## src/rtl/ex_shift_issue.sv

```systemverilog
// ex_shift_issue
//   This is a single-entry ID/EX stage that sits in front of the execute-stage
//   shifter. It captures one decoded instruction and forwards RAW hazards
//   from the EX/MEM and MEM/WB results. Forwarding happens when the entry is
//   captured and again on every cycle the entry is held. The stage uses a
//   valid/ready handshake on both sides and has a synchronous flush.
//
// Ports
//   clk, rst_n          rising-edge clock, asynchronous active-low reset
//   flush               drops the held entry and blocks this cycle's capture
//   in_valid/in_ready   handshake with decode
//   in_rs1/rs2/rd_addr  register indices
//   in_rs1/rs2_data     register-file read data
//   in_imm, in_funct3, in_funct7b5, in_use_imm, in_is_shift, in_is_lui,
//   in_reg_write        decoded instruction fields
//   exmem_*, memwb_*    forwarding sources (index, write enable, result)
//   out_valid/out_ready handshake with execute
//   out_a, out_shamt, out_typ, out_is_shift, out_rd, out_reg_write
//                       registered shifter payload
//
// Configuration
//   EX_SHIFT_ISSUE_PERF_EN  adds the output stall_cycles. It is a saturating
//                           count of cycles with out_valid && !out_ready.

module ex_shift_issue #(
    parameter int unsigned XLEN = 32
) (
    input  logic            clk,
    input  logic            rst_n,
    input  logic            flush,
    input  logic            in_valid,
    output logic            in_ready,
    input  logic [4:0]      in_rs1_addr,
    input  logic [4:0]      in_rs2_addr,
    input  logic [4:0]      in_rd_addr,
    input  logic [XLEN-1:0] in_rs1_data,
    input  logic [XLEN-1:0] in_rs2_data,
    input  logic [XLEN-1:0] in_imm,
    input  logic [2:0]      in_funct3,
    input  logic            in_funct7b5,
    input  logic            in_use_imm,
    input  logic            in_is_shift,
    input  logic            in_is_lui,
    input  logic            in_reg_write,
    input  logic [4:0]      exmem_rd,
    input  logic [4:0]      memwb_rd,
    input  logic            exmem_reg_write,
    input  logic            memwb_reg_write,
    input  logic [XLEN-1:0] exmem_result,
    input  logic [XLEN-1:0] memwb_result,
    output logic            out_valid,
    input  logic            out_ready,
    output logic [XLEN-1:0] out_a,
    output logic [4:0]      out_shamt,
    output logic [1:0]      out_typ,
    output logic            out_is_shift,
    output logic [4:0]      out_rd,
    output logic            out_reg_write
`ifdef EX_SHIFT_ISSUE_PERF_EN
    ,
    output logic [31:0]     stall_cycles
`endif
);

    typedef enum logic [1:0] {
        TYP_SLL = 2'b00,
        TYP_SRL = 2'b01,
        TYP_SRA = 2'b10,
        TYP_LUI = 2'b11
    } shift_typ_e;

    // EX/MEM takes priority over MEM/WB. x0 is never forwarded.
    function automatic logic [XLEN-1:0] fwd(
        input logic [4:0]      addr,
        input logic [XLEN-1:0] data,
        input logic [4:0]      em_rd,
        input logic            em_we,
        input logic [XLEN-1:0] em_res,
        input logic [4:0]      mw_rd,
        input logic            mw_we,
        input logic [XLEN-1:0] mw_res
    );
        if (addr == 5'd0)                  return data;
        else if (em_we && em_rd == addr)   return em_res;
        else if (mw_we && mw_rd == addr)   return mw_res;
        else                               return data;
    endfunction

    // Held copies needed to re-forward while the entry stalls.
    logic [4:0]      held_rs1_addr;
    logic [4:0]      held_rs2_addr;
    logic [XLEN-1:0] held_rs2;
    logic            a_from_rs1;      // out_a tracks rs1 (not LUI)
    logic            shamt_from_rs2;  // out_shamt tracks rs2 operand

    logic            capture;
    logic            consume;
    logic            hold;
    logic [XLEN-1:0] cap_rs1;
    logic [XLEN-1:0] cap_rs2;
    logic [XLEN-1:0] cap_a;
    logic [4:0]      cap_shamt;
    logic            cap_uses_shifter;
    shift_typ_e      cap_typ;
    logic [XLEN-1:0] hold_rs1;
    logic [XLEN-1:0] hold_rs2;

    assign in_ready = !out_valid || out_ready;
    assign capture  = in_valid && in_ready && !flush;
    assign consume  = out_valid && out_ready;
    assign hold     = out_valid && !out_ready;

    assign cap_rs1 = fwd(in_rs1_addr, in_rs1_data, exmem_rd, exmem_reg_write,
                         exmem_result, memwb_rd, memwb_reg_write, memwb_result);
    assign cap_rs2 = fwd(in_rs2_addr, in_rs2_data, exmem_rd, exmem_reg_write,
                         exmem_result, memwb_rd, memwb_reg_write, memwb_result);

    // While the entry is held, out_a still carries the rs1 operand (non-LUI).
    // That lets the held data be refreshed in place.
    assign hold_rs1 = fwd(held_rs1_addr, out_a, exmem_rd, exmem_reg_write,
                          exmem_result, memwb_rd, memwb_reg_write, memwb_result);
    assign hold_rs2 = fwd(held_rs2_addr, held_rs2, exmem_rd, exmem_reg_write,
                          exmem_result, memwb_rd, memwb_reg_write, memwb_result);

    assign cap_uses_shifter = in_is_shift || in_is_lui;
    assign cap_a            = in_is_lui ? in_imm : cap_rs1;

    always_comb begin
        cap_shamt = '0;
        if (cap_uses_shifter)
            cap_shamt = in_use_imm ? in_imm[4:0] : cap_rs2[4:0];
    end

    always_comb begin
        cap_typ = TYP_SLL;
        if (in_is_lui)
            cap_typ = TYP_LUI;
        else if (in_funct3 == 3'b101)
            cap_typ = in_funct7b5 ? TYP_SRA : TYP_SRL;
    end

    always_ff @(posedge clk or negedge rst_n) begin
        if (!rst_n) begin
            out_valid      <= 1'b0;
            out_a          <= '0;
            out_shamt      <= '0;
            out_typ        <= '0;
            out_is_shift   <= 1'b0;
            out_rd         <= '0;
            out_reg_write  <= 1'b0;
            held_rs1_addr  <= '0;
            held_rs2_addr  <= '0;
            held_rs2       <= '0;
            a_from_rs1     <= 1'b0;
            shamt_from_rs2 <= 1'b0;
        end else begin
            if (flush)
                out_valid <= 1'b0;
            else if (capture)
                out_valid <= 1'b1;
            else if (consume)
                out_valid <= 1'b0;

            if (capture) begin
                out_a          <= cap_a;
                out_shamt      <= cap_shamt;
                out_typ        <= cap_typ;
                out_is_shift   <= cap_uses_shifter;
                out_rd         <= in_rd_addr;
                out_reg_write  <= in_reg_write;
                held_rs1_addr  <= in_rs1_addr;
                held_rs2_addr  <= in_rs2_addr;
                held_rs2       <= cap_rs2;
                a_from_rs1     <= !in_is_lui;
                shamt_from_rs2 <= cap_uses_shifter && !in_use_imm;
            end else if (hold) begin
                held_rs2 <= hold_rs2;
                if (a_from_rs1)
                    out_a <= hold_rs1;
                if (shamt_from_rs2)
                    out_shamt <= hold_rs2[4:0];
            end
        end
    end

`ifdef EX_SHIFT_ISSUE_PERF_EN
    always_ff @(posedge clk or negedge rst_n) begin
        if (!rst_n)
            stall_cycles <= '0;
        else if (hold && stall_cycles != '1)
            stall_cycles <= stall_cycles + 32'd1;
    end
`endif

endmodule

```

## config.mk

```make
export PLATFORM = sky130hd
export DESIGN_NAME = ex_shift_issue
export DESIGN_NICKNAME = d
export VERILOG_FILES = /design/src/rtl/ex_shift_issue.sv
export SDC_FILE = /design/constraint.sdc
export NUM_CORES = 1
export LEC_CHECK = 0
export ABC_CLOCK_PERIOD_IN_PS = 2200
export CELL_PAD_IN_SITES_DETAIL_PLACEMENT = 0
export CELL_PAD_IN_SITES_GLOBAL_PLACEMENT = 1
export CORE_MARGIN = 3
export CORE_UTILIZATION = 27
export CTS_BUF_LIST = sky130_fd_sc_hd__clkbuf_2
export DETAILED_ROUTE_END_ITERATION = 7
export PLACE_DENSITY_LB_ADDON = 0.05
export REMOVE_ABC_BUFFERS = 1
export SLEW_MARGIN = 30
export SYNTH_ARGS = -nofsm -noshare
export SYNTH_HDL_FRONTEND = slang
export SYNTH_SLANG_ARGS = --single-unit
```

## constraint.sdc

```tcl
create_clock -name clk -period 2.2 [get_ports clk]
set_clock_uncertainty 0.2 [all_clocks]
set_input_delay 0.22 -clock clk [delete_from_list [all_inputs] [get_ports clk]]
set_output_delay 0.22 -clock clk [all_outputs]
set_load 0.05 [all_outputs]
```

; Yosys cells after proc, flatten, opt, wreduce, memory -nomap -nowiden
; Index checks and enable logic that the tools add are counted.
[totals]
latch_bits = 0
mem_bits_rw = 0
memories = 0
regBits = 64
word_cells = 82
mem_bits_ro = 0
[op_classes]
muxes = 29
n_reduce_logical = 31
magnitude_cmp = 0
n_div = 0
bitwise_logic = 0
shift = 0
n_addsub = 0
multipliers = 0
n_eq_ne = 10
[ops]
columns = cell, count
row1 = $mux 32, 10
row2 = $mux 5, 13
row3 = $eq 5x5->1, 8
row4 = $logic_not 5->1, 4
row5 = $logic_and 1x1->1, 13
row6 = $mux 2, 3
row7 = $reduce_bool 2->1, 3
row8 = $reduce_bool 3->1, 2
row9 = $logic_not 1->1, 5
row10 = $reduce_and 4->1, 1
row11 = $eq 3x3->1 const B, 1
row12 = $mux 1, 3
row13 = $logic_or 1x1->1, 2
row14 = $ne 2x2->1 const B, 1
row15 = $reduce_and 2->1, 1

; Depth between registers and ports, before layout
[depth]
depth_word = 8
mapped_depth = 8
depth_no_buf = 7

; Worst setup path after synthesis
; Ideal clock, no wire load.
[synth_timing]
path_type = register to register
startpoint = reg out_valid
endpoint = reg out_a[3]
required_time_ps = 1849
arrival_ps = 1972
path_stages_with_launch = 7
path_slack_ps = -124
n_path_buf = 2
synth_period_minus_slack_ps = 2324
cell_sequence = dfrtp_1 > nor2b_1 > inv_1 > nand3b_1 > clkbuf_1 > clkbuf_1 > a22oi_1
[synth_between]
elab_chain_cells = 6
elab_cells_between_ends = 11
[synth_rtl]
columns = element, line
row1 = from (decl), 51  ; output logic out_valid,
row2 = from (signal assigned), 144  ; out_valid <= 1'b0;
row3 = from (signal assigned), 158  ; out_valid <= 1'b0;
row4 = from (signal assigned), 160  ; out_valid <= 1'b1;
row5 = $logic_not 1->1, 108  ; assign in_ready = !out_valid || out_ready;
row6 = $logic_or 1x1->1, 108
row7 = $logic_and 1x1->1 (2 in series), 109  ; assign capture = in_valid && in_ready && !flush;
row8 = $ne 2x2->1 (no line) (tied with other cells), --
row9 = $reduce_and 4->1 (no line), --
row10 = to (signal assigned), 165  ; out_a <= cap_a;
row11 = to (signal assigned), 179  ; out_a <= hold_rs1;
row12 = to (decl), 53  ; output logic [XLEN-1:0] out_a,
; Parallel ways exist; a longest one is shown, timed or not.
; A chain may end at the register's enable or synchronous reset.

; Final worst setup path
[layout_timing]
startpoint = reg held_rs2_addr[1]
endpoint = reg held_rs2[3]
[layout_between]
elab_chain_cells = 7
elab_cells_between_ends = 10
[layout_rtl]
columns = element, line
row1 = from (decl), 91  ; logic [4:0] held_rs2_addr;
row2 = from (signal assigned), 172  ; held_rs2_addr <= in_rs2_addr;
row3 = $eq 5x5->1, 85  ; else if (mw_we && mw_rd == addr) return mw_res;
row4 = $logic_and 1x1->1, 85
row5 = $mux 5, 85
row6 = $mux 5, 84  ; else if (em_we && em_rd == addr) return em_res;
row7 = $mux 5 (*), 83  ; if (addr == 5'd0) return data;
row8 = $mux 5 (*), 176  ; end else if (hold) begin
row9 = $mux 5 (*), 164  ; if (capture) begin
row10 = to (signal assigned), 173  ; held_rs2 <= cap_rs2;
row11 = to (signal assigned), 177  ; held_rs2 <= hold_rs2;
row12 = to (decl), 92  ; logic [XLEN-1:0] held_rs2;
; Every way passes the cells marked *; elsewhere a longest branch is shown, timed or not. The select of a mux whose other input is x is not followed.

==> impl_metrics.json <==
{
  "synth_area_per_cell_um2": 9.445,
  "cp.arrival_ps": 2500,
  "yosysUniqueCellTypes": 50,
  "synth_simple_gate_area_share_pct": 11.73,
  "drt_pre_antenna_iters": 4,
  "ant_nets": 0,
  "grt_start_max_net_pins": 61,
  "synth.top_cell.area_share_pct": 31.75,
  "p_leak_uw": 0.003320,
  "power_uw": 4222,
  "synth-edff-count": 0,
  "root_buffer": "clkbuf_2",
  "critPathLaunchType": "register",
  "status": "complete, but fails checks",
  "synth-adder-area-share_pct": 0,
  "cp-endpoint": "held_rs2[3]$_DFFE_PN0P_",
  "initialDrtViolationCount": 208,
  "antennaDiodeCount": 0,
  "cp_max_fo": 5,
  "cts_made_buffers": 9,
  "rsz0062_at_grt": "true",
  "synth_seq_area_share_pct": 31.75,
  "worst_r2r_path_depth": 7,
  "rr_endpoint": "held_rs2[3]$_DFFE_PN0P_",
  "drc": 0,
  "period_share_pct": 103.7,
  "final_cell_mix": "clkdlybuf4s50_1 (170), dfrtp_1 (63), nand2_1 (61), buf_4 (50), dlygate4sd2_1 (47)",
  "insertion_delay_ps": 560,
  "start_util_pct": 27.79,
  "dpl.cell_count": 1004,
  "cp_data_required_time_ps": 2420,
  "worst_ir_drop_vdd_v": 0.0002663,
  "synth-xor-area-share_pct": 6.946,
  "cts_tree": "yes",
  "grt_pass1_vias": 5548,
  "tightest_slew_ps": 683.8,
  "final_common_cell": "clkdlybuf4s50_1",
  "overflow": 0,
  "period_minus_slack_ps": 2281,
  "cts.sinks": 64,
  "r2r_slack_ps": -80,
  "place_congestion": 0.8557,
  "muxShareOfSynthArea_pct": 13.50,
  "path_class": "register to register",
  "placed_area_mm2": 0.007858,
  "htree_levels": 3,
  "die-width_um": 142.7,
  "fmax_mhz": 438.4,
  "grt.total_usage_pct": 19.94,
  "place_ws_ps": -649.3,
  "synth_compound_gate_area_share_pct": 28.80,
  "synth_seq_cells": 64,
  "post-route-worst-setup-slack_ps": -81.21,
  "drv_slew": 0,
  "routed_wl_um": 21070,
  "synth.largest_area_cell": "dfrtp_1",
  "antenna_found_initial": 0,
  "hold_class": "input pin to register",
  "layout-drive-gt1-share_pct": 24.35,
  "dpl.hpwl_um": 15630,
  "wl_per_cell_um": 20.29,
  "grt_pass1_wl_um": 31660,
  "async_reset_ff_share_pct": 100.0,
  "dieArea_mm2": 0.02036,
  "via_per_inst": 5.156,
  "r2r_start": "held_rs2_addr[1]$_DFFE_PN0N_",
  "core.rowCount": 49,
  "fin_tns_setup_ps": -1902,
  "synthFlopType": "dfrtp_1",
  "clkTransAtPathRegs_ps": 230,
  "stdcell_count": 1038,
  "power_density_mw_per_mm2": 510.4,
  "fin_nets": 1004,
  "setup_viol": 40,
  "violations": "negative setup slack",
  "portBuffers": 220,
  "netlist_area_mm2": 0.005044,
  "yosysWarningCount": 0,
  "end_kind": "register",
  "synth.area.top_cells": "dfrtp_1 (32%), mux2_2 (7.1%), o221ai_1 (6.4%), mux2i_1 (6.4%), a21oi_2 (5.2%)",
  "synth_top_family_by_area": "compound AO/OA/AOI/OAI gates",
  "syn_to_final_growth_pct": 64.03,
  "clockBufferDepth": 2,
  "stdcell_area_mm2": 0.008273,
  "slew_headroom_pct": 54.42,
  "max-cap-violations": 0,
  "hold_viol_final": 0,
  "dr_total_vias": 5352,
  "core-area_mm2": 0.01815,
  "io_pins": 248,
  "crit_start": "held_rs2_addr[1]$_DFFE_PN0N_",
  "die_height_um": 142.7,
  "syn_inst": 534
}
[critical path, cell delays in order, from the launching register on]
cell and delay [ps]:
dfrtp_1 460, buf_4 150, xor2_1 130, nor4_1 180, nand3_1 230, a21o_4 340, a221oi_4 320, o221ai_2 120
[metal layers]
layer / track usage (%) / up-vias / share of wire (%)
li1: - / 2549 / -
met1: 25.92 / 2618 / 45
met2: 33.53 / 154 / 48
met3: 3.985 / 31 / 5.0
met4: 5.953 / 0 / 2.5
met5: 0 / - / 0
[cells by family (layout without fill, tap and decap cells)]
logic type / after synthesis / count (layout)
simple gates: 120 / 120
compound gates: 173 / 173
mux: 64 / 64
buf+inv: 73 / 348
xor+xnor: 40 / 40
flops: 64 / 64
[how the worst min path moves through the flow]
stage	start	endpoint	slack (ps)	depth (start not counted)
floorplan	rst_n	a_from_rs1$_DFFE_PN0N_	-280	0
global placement	rst_n	out_a[2]$_DFFE_PN0P_	90	2
detailed placement	rst_n	out_a[2]$_DFFE_PN0P_	100	2
CTS	in_valid	out_valid$_DFFE_PN0P_	3	3
global route	in_valid	out_valid$_DFFE_PN0P_	30	3
finish	in_valid	out_valid$_DFFE_PN0P_	70	3
[synth_stat cells, drive strengths merged, types with 5 or more instances]
| master | n |
|---|---|
| nor2b | 7 |
| xnor2 | 16 |
| a221oi | 5 |
| nor3 | 6 |
| nand3 | 11 |
| o211ai | 7 |
| mux2 | 32 |
| nor2 | 15 |
| nor4 | 5 |
| o221ai | 47 |
| dfrtp | 64 |
| a22oi | 31 |
| or4 | 5 |
| clkbuf | 19 |
| inv | 35 |
| buf | 19 |
| xor2 | 24 |
| nand2 | 61 |
| a21oi | 66 |
| mux2i | 32 |
| o221a | 5 |
[through the flow]
step                hold slack [ps]  util [%]
CTS                           3.348     44.60
finish                        68.26     45.59
global placement              92.02     43.30
global route                  27.04     45.59
floorplan                    -275.6         -
detailed placement            97.83     43.30
[registers in the layout, summed over array words and instances (netlist names), 2 cells and up]
name           flops
held_rs1_addr      5
out_typ            2
out_rd             5
out_shamt          5
held_rs2_addr      5
out_a             32
held_rs2           5
[area by class of cell]
type                    instances  area [um2]
clock buffers                  10       50.05
well taps                     229       286.5
repair buffers                297        2927
inverters                      35       131.4
flip-flops and latches         64        1603
multi-input cells             397        3239
fillers                      1798        9874
clock inverters                 6       36.28
[power by group]
group	switching, uW	internal [uW]	leakage [uW]
Sequential	141	1370	0.000753
Combinational	1170	888	0.00251
Clock	509	145	0.0000530
Total	1820	2400	0.00332
[what timing repair did]
action,4_1_cts,5_1_grt
endpoints found under the hold margin,78,0
hold buffers,12,0
pin swaps,8,20
cloned,0,2
buffers inserted,2,2
endpoints found under the setup margin,89,43
gates resized for setup,59,20
Note: power is estimated with default switching activity, not from simulation.
==> RTL edit: new RTL, same settings <==
The option `EX_SHIFT_ISSUE_PERF_EN` is turned on by a define.
--- a/src/rtl/ex_shift_issue.sv
+++ b/src/rtl/ex_shift_issue.sv
@@ -21,6 +21,8 @@
 // Configuration
 //   EX_SHIFT_ISSUE_PERF_EN  adds the output stall_cycles. It is a saturating
 //                           count of cycles with out_valid && !out_ready.
+
+`define EX_SHIFT_ISSUE_PERF_EN
 
 module ex_shift_issue #(
     parameter int unsigned XLEN = 32
Behaviour (old outputs only; new: stall_cycles): unchanged (Yosys induction, for registers that start in step).
==> RTL edit against the original RTL <==
The run still ends with negative setup slack left. Count of clock-buffer cells in the layout fell by 1. Total power grew 35%. Design area increased by 34%. Clock power increased by 49%. Wire length up 27%. Non-clock buffer count rose by 144. Worst setup slack got worse by 0.047 ns. Area after synthesis increased by 24%. Sequential cell count is 32 higher. Critical path depth is 2 higher. Core utilization increased by 4.3 points. Hold slack lost 0.0084 ns. Via count rose by 31%. Critical endpoint is now out_a[24]$_DFFE_PN0P_.
==> RTL edit: results (changes against the original RTL) <==
status finished with violations (unchanged); failing checks negative setup slack (unchanged); Port Buffers 252 (was 220); DRT Wirelength 26.7 mm (was 21.1 mm); Arr. time, crit path 2.70 ns (was 2.50 ns); commonest cells in the netlist nand2_1, dfrtp_1, a21oi_1 (was dfrtp_1, nand2_1, o221ai_1); Final TNS setup -2.21 ns (was -1.90 ns); largest net degree at the start of global routing 41 (was 61); clock root buffer clkbuf_2 (unchanged); final setup vio count 29 (was 40); worst hold margin 0.0598 ns (was 0.0683 ns); Top Registers out_a: 32 flops, stall_cycles: 32 flops; DR vias/cell 5.03 (was 5.16); HPWL Detailed 19.7 mm (was 15.6 mm); H-tree Lvls 3 (unchanged); vias in the first global route 7253 (was 5548); Yosys warnings 0 (unchanged); Synth cell types 53 (was 50); HP Class in -> reg (unchanged); TritonCTS Buffers 9 (unchanged); worst setup margin -0.128 ns (was -0.0812 ns); Peak supply drop 0.274 mV (was 0.266 mV); Worst-Margin Slew 0.595 ns (was 0.684 ns); DP Area 9940 µm² (was 7860 µm²); placer congestion estimate 0.853 (was 0.856); nets 1304 (was 1004); GRT Total Usage 0.204 (was 0.199); first-pass GRT wire length 39.8 mm (was 31.7 mm); Worst R2R Setup Slack -0.13 ns (was -0.08 ns); top area cells in the synthesized netlist dfrtp_1, mux2i_1, nand2_1, xnor2_1, xor2_1 (was dfrtp_1, mux2_2, o221ai_1, mux2i_1, a21oi_2); Reg clk slew, reported paths 0.35 ns (was 0.23 ns); sequential-to-total area share from yosys stat 0.385 (was 0.318); clock tree buffer depth 2 (unchanged); number of iterations in the first detailed-routing pass 5 (was 4); worst-path fanout max 9 (was 5); Initial DRC Count 347 (was 208); share of layout cells above drive strength 1 0.210 (was 0.244); crit-path max cell delay 0.50 ns (was 0.46 ns); leakage 0.00497 µW (was 0.00332 µW); Worst-Skew Late Latency 0.65 ns (was 0.56 ns); asr flop ratio synth 1.00 (unchanged); initial antenna violation count 2 (was 0); crit path max-delay cell type dfrtp_1 (unchanged)
[RTL edit: changes by cell type in the layout (fill, tap and decap cells not counted), sizes merged, moves of 22 or more]
cell	delta
dlygate4sd3	+57
buf	+54
xnor2	+25
o221ai	-22
dfrtp	+32
nand2	+41
[RTL edit: worst max-delay path: cells and delay by family, from the launching register on]
kind	cells	cell delay, ns
compound gates	2	0.31
xor+xnor	1	0.16
buf+inv	3	0.56
flops	1	0.50
mux	1	0.20
simple gates	2	0.32
[RTL edit: report_power, final]
| part | switching (µW) | leakage [µW] | internal, µW |
|---|---|---|---|
| sequential | 197 | 0.00121 | 2010 |
| clock | 775 | 0.0000733 | 198 |
| combinational | 1450 | 0.00370 | 1060 |
[RTL edit: final cells by class]
type	instances	area, µm²
clock buffer	9	45.0
timing repair buffer	441	4210
sequential	96	2400
inverter	44	170
fill	2088	11100
tap	280	350
antenna	2	5.00
multi-input combinational	511	3820
clock inverter	7	85.1
[RTL edit: routing by layer]
metal | share of wire | up-vias | track usage
li1 | - | 3355 | -
met1 | 0.42 | 3343 | 0.252
met2 | 0.50 | 260 | 0.358
met4 | 0.016 | 0 | 0.0545
met5 | 0 | - | 0
met3 | 0.070 | 30 | 0.0476
[RTL edit: cells by family after synthesis]
family	Yosys count	synth area share
and+or+nand+nor	211	0.167
AOI/OAI and AO/OA	165	0.191
DFF	96	0.385
buffers and inverters	79	0.0500
xor gates and xnor gates	70	0.0984
muxes	64	0.107
adders and majority gates	1	0.00201
[RTL edit: final timing paths]
| kind | start | end | cells past startpoint |
|---|---|---|---|
| worst max register to register | held_rs1_addr[2]$_DFFE_PN0N_ | out_a[24]$_DFFE_PN0P_ | 9 |
| min in group asynchronous | rst_n | stall_cycles[29]$_DFFE_PN0P_ | 4 |
| worst min-delay path | in_rs1_data[2] | out_a[2]$_DFFE_PN0P_ | 4 |
| max in group asynchronous | rst_n | out_rd[4]$_DFFE_PN0N_ | 4 |
| worst min register to register | stall_cycles[23]$_DFFE_PN0P_ | stall_cycles[23]$_DFFE_PN0P_ | 1 |
| worst max-delay path | held_rs1_addr[2]$_DFFE_PN0N_ | out_a[24]$_DFFE_PN0P_ | 9 |
[RTL edit: per-stage QoR]
stage	worst slack, ns	utilization	std cells	power (µW)
after floorplan	-2.33	-	651	3480
after global placement	-0.493	0.447	1292	4650
after detailed placement	-0.523	0.447	1292	4700
after CTS	-0.145	0.490	1384	5720
after global routing	-0.263	0.499	1390	6020
final	-0.128	0.499	1390	5700
[RTL edit: timing repair]
item | CTS | global route
setup buffers | 5 | 7
gates cloned | 2 | 0
pin swaps | 26 | 30
resized for setup | 117 | 79
hold endpoints to repair | 141 | 0
hold buffers | 70 | 0
endpoints found under the setup margin | 135 | 86
